$ cat src/rtl/mem_arbiter.sv
// Purpose: arbitrates one single-port fixed-latency memory between IF and EX, EX first, IF starvation-bounded.
// Latency: grant to if_valid/ex_done is MEM_LATENCY+2 cycles; one access in flight at a time.
// Backpressure: req/gnt handshake, no grant while busy; stall holds the pipeline until an EX access completes.
//
// Ports:
//   clk, rst             clock (rising edge) and asynchronous active-low reset
//   if_req/if_addr       fetch request (level) and address; if_gnt accepts it
//   if_valid/if_rdata    one-cycle completion pulse and fetched word (held)
//   ex_req/we/addr/wdata load/store request (level); ex_gnt accepts it
//   ex_done/ex_rdata     one-cycle completion pulse and load data (held)
//   stall                hold IF/EX pipeline registers
//   mem_*                memory strobe, write enable, address, write data, read data
module mem_arbiter #(
  parameter int XLEN         = 32,
  parameter int MEM_LATENCY  = 1,
  parameter int STARVE_LIMIT = 4
) (
  input  logic            clk,
  input  logic            rst,
  input  logic            if_req,
  input  logic [XLEN-1:0] if_addr,
  output logic            if_gnt,
  output logic            if_valid,
  output logic [XLEN-1:0] if_rdata,
  input  logic            ex_req,
  input  logic            ex_we,
  input  logic [XLEN-1:0] ex_addr,
  input  logic [XLEN-1:0] ex_wdata,
  output logic            ex_gnt,
  output logic            ex_done,
  output logic [XLEN-1:0] ex_rdata,
  output logic            stall,
  output logic            mem_en,
  output logic            mem_we,
  output logic [XLEN-1:0] mem_addr,
  output logic [XLEN-1:0] mem_wdata,
  input  logic [XLEN-1:0] mem_rdata
);

  localparam int CW = (MEM_LATENCY < 1) ? 1 : $clog2(MEM_LATENCY + 1);
  localparam int SW = $clog2(STARVE_LIMIT + 1);

  typedef enum logic [1:0] {
    IDLE    = 2'd0,
    BUSY_IF = 2'd1,
    BUSY_EX = 2'd2
  } state_t;

  state_t          state_q, state_d;
  logic [CW-1:0]   cnt_q, cnt_d;
  logic [SW-1:0]   scnt_q, scnt_d;
  logic            mem_en_q, mem_en_d;
  logic            mem_we_q, mem_we_d;
  logic [XLEN-1:0] mem_addr_q, mem_addr_d;
  logic [XLEN-1:0] mem_wdata_q, mem_wdata_d;
  logic            if_valid_q, if_valid_d;
  logic            ex_done_q, ex_done_d;
  logic [XLEN-1:0] if_rdata_q, if_rdata_d;
  logic [XLEN-1:0] ex_rdata_q, ex_rdata_d;
  logic            sel_if, sel_ex, starve;

  always_comb begin
    state_d     = state_q;
    cnt_d       = cnt_q;
    scnt_d      = scnt_q;
    mem_en_d    = 1'b0;
    mem_we_d    = mem_we_q;
    mem_addr_d  = mem_addr_q;
    mem_wdata_d = mem_wdata_q;
    if_valid_d  = 1'b0;
    ex_done_d   = 1'b0;
    if_rdata_d  = if_rdata_q;
    ex_rdata_d  = ex_rdata_q;
    sel_if      = 1'b0;
    sel_ex      = 1'b0;
    starve      = 1'b0;

    case (state_q)
      IDLE: begin
        // IF has waited through STARVE_LIMIT consecutive EX grants: it wins this one.
        starve = if_req && (scnt_q == SW'(STARVE_LIMIT));
        if (ex_req && !starve) begin
          sel_ex = 1'b1;
        end else if (if_req) begin
          sel_if = 1'b1;
        end

        if (sel_ex) begin
          state_d     = BUSY_EX;
          cnt_d       = CW'(MEM_LATENCY);
          mem_en_d    = 1'b1;
          mem_we_d    = ex_we;
          mem_addr_d  = ex_addr;
          mem_wdata_d = ex_wdata;
          if (if_req) begin
            if (scnt_q != SW'(STARVE_LIMIT)) begin
              scnt_d = scnt_q + 1'b1;
            end
          end else begin
            scnt_d = '0;
          end
        end else if (sel_if) begin
          state_d    = BUSY_IF;
          cnt_d      = CW'(MEM_LATENCY);
          mem_en_d   = 1'b1;
          mem_we_d   = 1'b0;
          mem_addr_d = if_addr;
          scnt_d     = '0;
        end
      end

      BUSY_IF, BUSY_EX: begin
        // cnt hits zero exactly MEM_LATENCY cycles after the mem_en cycle,
        // which is when the memory presents read data.
        if (cnt_q == '0) begin
          state_d = IDLE;
          if (state_q == BUSY_IF) begin
            if_rdata_d = mem_rdata;
            if_valid_d = 1'b1;
          end else begin
            if (!mem_we_q) begin
              ex_rdata_d = mem_rdata;
            end
            ex_done_d = 1'b1;
          end
        end else begin
          cnt_d = cnt_q - 1'b1;
        end
      end

      default: begin
        state_d = IDLE;
      end
    endcase
  end

  always_ff @(posedge clk or negedge rst) begin
    if (!rst) begin
      state_q     <= IDLE;
      cnt_q       <= '0;
      scnt_q      <= '0;
      mem_en_q    <= 1'b0;
      mem_we_q    <= 1'b0;
      mem_addr_q  <= '0;
      mem_wdata_q <= '0;
      if_valid_q  <= 1'b0;
      ex_done_q   <= 1'b0;
      if_rdata_q  <= '0;
      ex_rdata_q  <= '0;
    end else begin
      state_q     <= state_d;
      cnt_q       <= cnt_d;
      scnt_q      <= scnt_d;
      mem_en_q    <= mem_en_d;
      mem_we_q    <= mem_we_d;
      mem_addr_q  <= mem_addr_d;
      mem_wdata_q <= mem_wdata_d;
      if_valid_q  <= if_valid_d;
      ex_done_q   <= ex_done_d;
      if_rdata_q  <= if_rdata_d;
      ex_rdata_q  <= ex_rdata_d;
    end
  end

  // Grants are combinational from the requests, so they are gated by reset
  // to keep every output low while reset is asserted.
  assign if_gnt = rst && sel_if;
  assign ex_gnt = rst && sel_ex;

  // The grant cycle already stalls (the access is pending); the completion
  // cycle releases the pipeline even if a fresh EX request is granted there.
  assign stall = rst && ((state_q == BUSY_EX) ||
                         (ex_req && !ex_gnt) ||
                         (ex_gnt && !ex_done_q));

  assign if_valid  = if_valid_q;
  assign if_rdata  = if_rdata_q;
  assign ex_done   = ex_done_q;
  assign ex_rdata  = ex_rdata_q;
  assign mem_en    = mem_en_q;
  assign mem_we    = mem_we_q;
  assign mem_addr  = mem_addr_q;
  assign mem_wdata = mem_wdata_q;

endmodule

$ cat config.mk
export PLATFORM = sky130hd
export DESIGN_NAME = mem_arbiter
export DESIGN_NICKNAME = d
export VERILOG_FILES = /design/src/rtl/mem_arbiter.sv
export SDC_FILE = /design/constraint.sdc
export NUM_CORES = 1
export LEC_CHECK = 0
export ABC_AREA = 1
export CAP_MARGIN = 30
export CORE_MARGIN = 2
export CORE_UTILIZATION = 37
export DETAILED_ROUTE_END_ITERATION = 10
export PLACE_DENSITY = 0.77
export SLEW_MARGIN = 30
export SYNTH_ARGS = -nofsm -noshare
export SYNTH_HDL_FRONTEND = slang
export SYNTH_SLANG_ARGS = --single-unit
$ cat constraint.sdc
create_clock -name clk -period 1.6 [get_ports clk]
set_input_delay 0.48 -clock clk [delete_from_list [all_inputs] [get_ports clk]]
set_output_delay 0.48 -clock clk [all_outputs]
set_load 0.005 [all_outputs]
Word level (Yosys, flattened, before mapping)
Cells that the tools add are included.
{ "classes": {"n_addsub": 2, "eq_ne": 7, "muxes": 32, "bitwise_logic": 3, "reduce_logical": 23} }
{ "ops": {"columns": ["cell", "count"], "rows": [
  ["32-bit two-way mux", 2],
  ["1-bit two-way mux", 21],
  ["3-bit two-way mux", 4],
  ["2-bit AND reduction", 4],
  ["1-bit logical AND", 7],
  ["2-bit two-way mux", 3],
  ["3-bit != test, second input constant", 2],
  ["3-bit AND reduction", 2],
  ["2-bit case mux with 2 select lines", 1],
  ["4-bit AND reduction", 1],
  ["2-bit nonzero test", 2],
  ["3-bit by 1-bit adder with 3-bit output, second input constant", 1],
  ["3-bit == test, second input constant", 1],
  ["1-bit zero test", 3],
  ["3-bit by 1-bit != test with 1-bit output, second input constant", 1],
  ["1-bit inverter", 3],
  ["2-bit by 1-bit == test with 1-bit output, second input constant", 1],
  ["2-bit == test, second input constant", 1],
  ["2-bit zero test", 1],
  ["1-bit logical OR", 2],
  ["2-bit != test, second input constant", 1],
  ["1-bit case mux with 2 select lines", 1],
  ["2-bit OR reduction", 1],
  ["1-bit subtractor, second input constant", 1]
]} }
{ "totals": {"reg_bits": 138, "in_bits": 133, "out_inout_bits": 135, "elab_cells": 78} }

Longest topological paths before layout
{ "depth": {"word_depth": 13, "depth_mapped": 8, "ltp_nobuf": 8} }

Worst setup path before layout
Ideal clock, no wire load.
{ "synth_timing": {"path_type": "register to output", "startpoint": "register state_q[0]", "endpoint": "output port ex_gnt", "t_arrival_ns": 1.210, "required_ns": 1.120, "path_slack_ns": -0.090, "stages_incl_launch_ff": 6, "n_path_buf": 1, "path_cell_list": "dfrtp_1 > inv_1 > ha_1 > nand3_2 > buf_2 > nor2_1"} }
{ "synth_between": {"elab_chain_cells": 3} }
{ "synth_rtl": {"columns": ["element", "line_no", "rtl"], "rows": [
  ["start, declared", "49", "state_t state_q, state_d;"],
  ["start signal, assigned", "151", "state_q <= state_d;"],
  ["2-bit zero test", "78", "case (state_q)"],
  ["1-bit two-way mux", "78", null],
  ["1-bit logical AND", "168", "assign ex_gnt = rst && sel_ex;"],
  ["end, declared", "29", "output logic ex_gnt,"]
]} }
Every way passes these cells.

Final worst setup path
{ "layout_timing": {"startpoint": "register scnt_q[0]", "endpoint": "output port stall"} }
{ "layout_between": {"elab_chain_cells": 13, "elab_cells_between_ends": 14, "cone_classes": "eq/ne (1); mux (3); reduce/logical (10)"} }
{ "layout_rtl": {"columns": ["element", "line_no", "rtl"], "rows": [
  ["start, declared", "51", "logic [SW-1:0] scnt_q, scnt_d;"],
  ["start signal, assigned", "153", "scnt_q <= scnt_d;"],
  ["3-bit == test (*)", "81", "starve = if_req && (scnt_q == SW'(STARVE_LIMIT));"],
  ["1-bit logical AND (*)", "81", null],
  ["1-bit zero test (*)", "82", "if (ex_req && !starve) begin"],
  ["1-bit logical AND (*)", "82", null],
  ["1-bit two-way mux (*)", "82", null],
  ["1-bit two-way mux (*) (2 in a row)", "78", null],
  ["1-bit logical AND (*)", "168", null],
  ["1-bit zero test", "173", "(ex_req && !ex_gnt) ||"],
  ["1-bit logical AND", "173", null],
  ["1-bit logical OR", "172", "assign stall = rst && ((state_q == BUSY_EX) ||"],
  ["1-bit logical OR (*)", "173", null],
  ["1-bit logical AND (*)", "172", null],
  ["end, declared", "32", "output logic stall,"]
]} }
Mark *: on every way between the ends. The rest lies on a longest branch, timed or not. The select of a mux whose other input is x is not followed.

==> flow_metrics.tcl <==
set metrics [dict create \
    number_of_enable_type_register_cells_in_the_synthesized_netlist 0 \
    via_count 5277 \
    worst_skew_pair.late_latency_ps 410 \
    critical_path.endpoint_type "primary output" \
    layout-drive-gt1-share_pct 12.5 \
    max_freq_ghz 0.493 \
    cellPowerDensity_mw_per_mm2 1870 \
    run_status "finished with violations" \
    pin_count 268 \
    syn_avg_cell_area_sq_um 9.09 \
    timing.final.setup_violations 37 \
    grt_max_degree 68 \
    avgViaCountPerCell 4.73 \
    post-route-drc-count 0 \
    drt-pass1-iter-count 4 \
    synth_seq_cells 138 \
    cell_area_after_synthesis_sq_mm 0.00560 \
    placed_cells_incl_taps 1062 \
    synthToLayoutAreaGrowth_pct 68.6 \
    critPathRequiredTime_ps 1120 \
    path_max_fanout 3 \
    place.port_buffers 267 \
    total_power_mw 17.7 \
    synth_sequential_area_ratio_pct 61.7 \
    cts_max_path_buffers 2 \
    setup-tns-final_ps -5300 \
    synthDominantCellAreaShare_pct 61.7 \
    cts_made_buffers 17 \
    worstMarginPinSlew_ps 848 \
    routed_wl_microns 18400 \
    synth-warning-count 0 \
    post_drt_wl_per_cell_microns 16.5 \
    max-slew-margin-rel_pct 43.5 \
    remaining_global_route_overflow 0 \
    hold_buffers_post_cts 0 \
    design_area_sq_mm 0.00944 \
    crit_path_dat_ps 1550 \
    violations "setup timing" \
    max-vdd-ir-drop_v 0.000952 \
    placement_rows 44 \
    drt.antenna.violating_nets 0 \
    fp.dieArea_sq_mm 0.0161 \
    gp_congestion 0.816 \
    setup_ws_ps -430 \
    wire_length_of_the_first_global_routing_pass_microns 27300 \
    period_minus_slack_ps 2030 \
    period_share_pct 127 \
    clock_skew_ps 6.90 \
    initialDrtViolationCount 244 \
    report.final.slew_viol_count 0 \
    antenna_found_initial 0 \
    die_w_microns 127 \
    grt_setup_unrepaired "true" \
    reg2reg_depth 9 \
    hold_viol 0 \
    ys.flop_type "dfrtp_1" \
    tritoncts_clock_tree "built" \
    post_synth_inst_count 616 \
    die_h_microns 127 \
    mappedNetlistNets 755 \
    post-synth-top-area-cell "dfrtp_1" \
    power.static_leakage_nw 4.73 \
    r2r_slack_ps -150 \
    path_class "register to primary output" \
    synth.distinct_cells 22 \
    grt_use_total_pct 21.7 \
    initial_core_util_pct 38.2 \
    num-nets-final 1060 \
    cts.sink_count 138 \
    dpl_worst_slack_ps -829 \
    yosysMostFrequentCell "nand2_1" \
    placed_area_sq_mm 0.00859 \
    clkTransAtPathRegs_ps 60 \
    crit_path_start_kind "register" \
    core_sq_mm 0.0146 \
    post-dp-hpwl_microns 12200 \
    cts-htree-levels 4 \
    clockRootBuffer "clkbuf_16" \
    instances_no_fill 1116 \
    maxCapViolations 0 \
    min_path_type "input pin to async pin" \
    crit-reg2reg-capture "mem_we$_DFFE_PN0P_" \
    ys_async_rst_share_pct 100 \
    first_global_vias 5306 \
    r2r_start "scnt_q[0]$_DFFE_PN0P_" \
    top_area_cells_in_the_synthesized_netlist "dfrtp_1 62%, nand2_1 14%, a21oi_1 5.7%" \
    yosys-top-cells-count "203 x nand2_1, 138 x dfrtp_1, 64 x a21oi_1, 53 x o21ai_0, 48 x inv_1" \
]
sequential cells by signal, summed over array words and instances, names as in the netlist:
name,count
ex_done,1
ex_rdata,32
mem_en,1
mem_addr,32
mem_we,1
if_valid,1
state_q,2
mem_wdata,32
cnt_q,1
scnt_q,3
if_rdata,32
through the flow:
step | util, % | hold slack (ps)
2_1_floorplan | - | 184
3_3_place_gp | 58.7 | 460
3_5_place_dp | 58.7 | 464
4_1_cts | 62.4 | 175
5_1_grt | 64.4 | 201
6_report | 64.5 | 163
worst max-delay path by stage:
stage | startpoint | end | slack (ps) | cells past startpoint
6_report | scnt_q[0]$_DFFE_PN0P_ | stall | -430 | 9
5_1_grt | scnt_q[0]$_DFFE_PN0P_ | stall | -510 | 9
4_1_cts | scnt_q[1]$_DFFE_PN0P_ | if_gnt | -440 | 7
3_5_place_dp | if_req | stall | -830 | 8
3_3_place_gp | if_req | if_gnt | -820 | 6
2_1_floorplan | if_req | ex_gnt | 20 | 5
metal layers:
layer	part of all wire [%]	wire (microns)	global-route usage [%]	vias to the layer above
li1	-	-	-	2551
met1	39	7270	25.5	2491
met2	50	9260	37.2	214
met3	8.7	1600	8.04	21
met4	1.5	269	6.72	0
met5	0	0	0	-
repair_timing:
| item | 4_1_cts | 5_1_grt |
|---|---|---|
| gates cloned | 0 | 7 |
| resized for setup | 164 | 43 |
| pin swaps | 2 | 4 |
| endpoints found under the setup margin | 176 | 101 |
| buffers inserted | 14 | 4 |
| endpoints found under the hold margin | 0 | 0 |
cell families (layout without fill, tap and decap cells):
logic type | Yosys count | count (layout) | synth area share [%]
compound gates | 138 | 138 | 12.5
fa+ha+maj | 6 | 6 | 1.34
buf+inv | 85 | 400 | 7.02
flops | 138 | 138 | 61.7
other cells | 0 | 1 | 0
simple gates | 249 | 249 | 17.4
cell type report:
class	instances	area, sq um
clock buffers	22	464
repair buffers	320	3100
clock inverters	7	119
inverters	51	204
flip-flops and latches	138	3450
diodes	1	2.50
well taps	184	230
fillers	1209	5200
multi-input cells	393	1860
cells in the final DEF (no fill, tap or decap), types with 13 or more instances in the layout:
master / netlist / layout
clkdlybuf4s50_1: 0 / 129
a21oi_1: 64 / 64
buf_4: 7 / 34
dlygate4sd2_1: 0 / 128
nand2_1: 203 / 191
o21ai_0: 53 / 46
dfrtp_1: 138 / 138
o21ai_1: 20 / 26
clkbuf_16: 0 / 22
nor2_1: 35 / 34
inv_1: 48 / 45
nand2_2: 2 / 13
report_power, final:
group / switching, mW / total (mW) / leakage [nW] / internal, mW
Combinational: 3.66 / 7.62 / 2.79 / 3.96
Sequential: 0.898 / 6.12 / 1.67 / 5.22
Clock: 1.43 / 3.94 / 0.278 / 2.51
critical path: stages, from the launching register on:
cell,delay [ps]
dfrtp_1,410
inv_2,100
ha_4,150
nand3_4,80
nand3_4,80
nand2_2,50
nand3_2,80
nand2_1,50
inv_1,40
buf_2,100
Power figures use the tool's default switching activity.
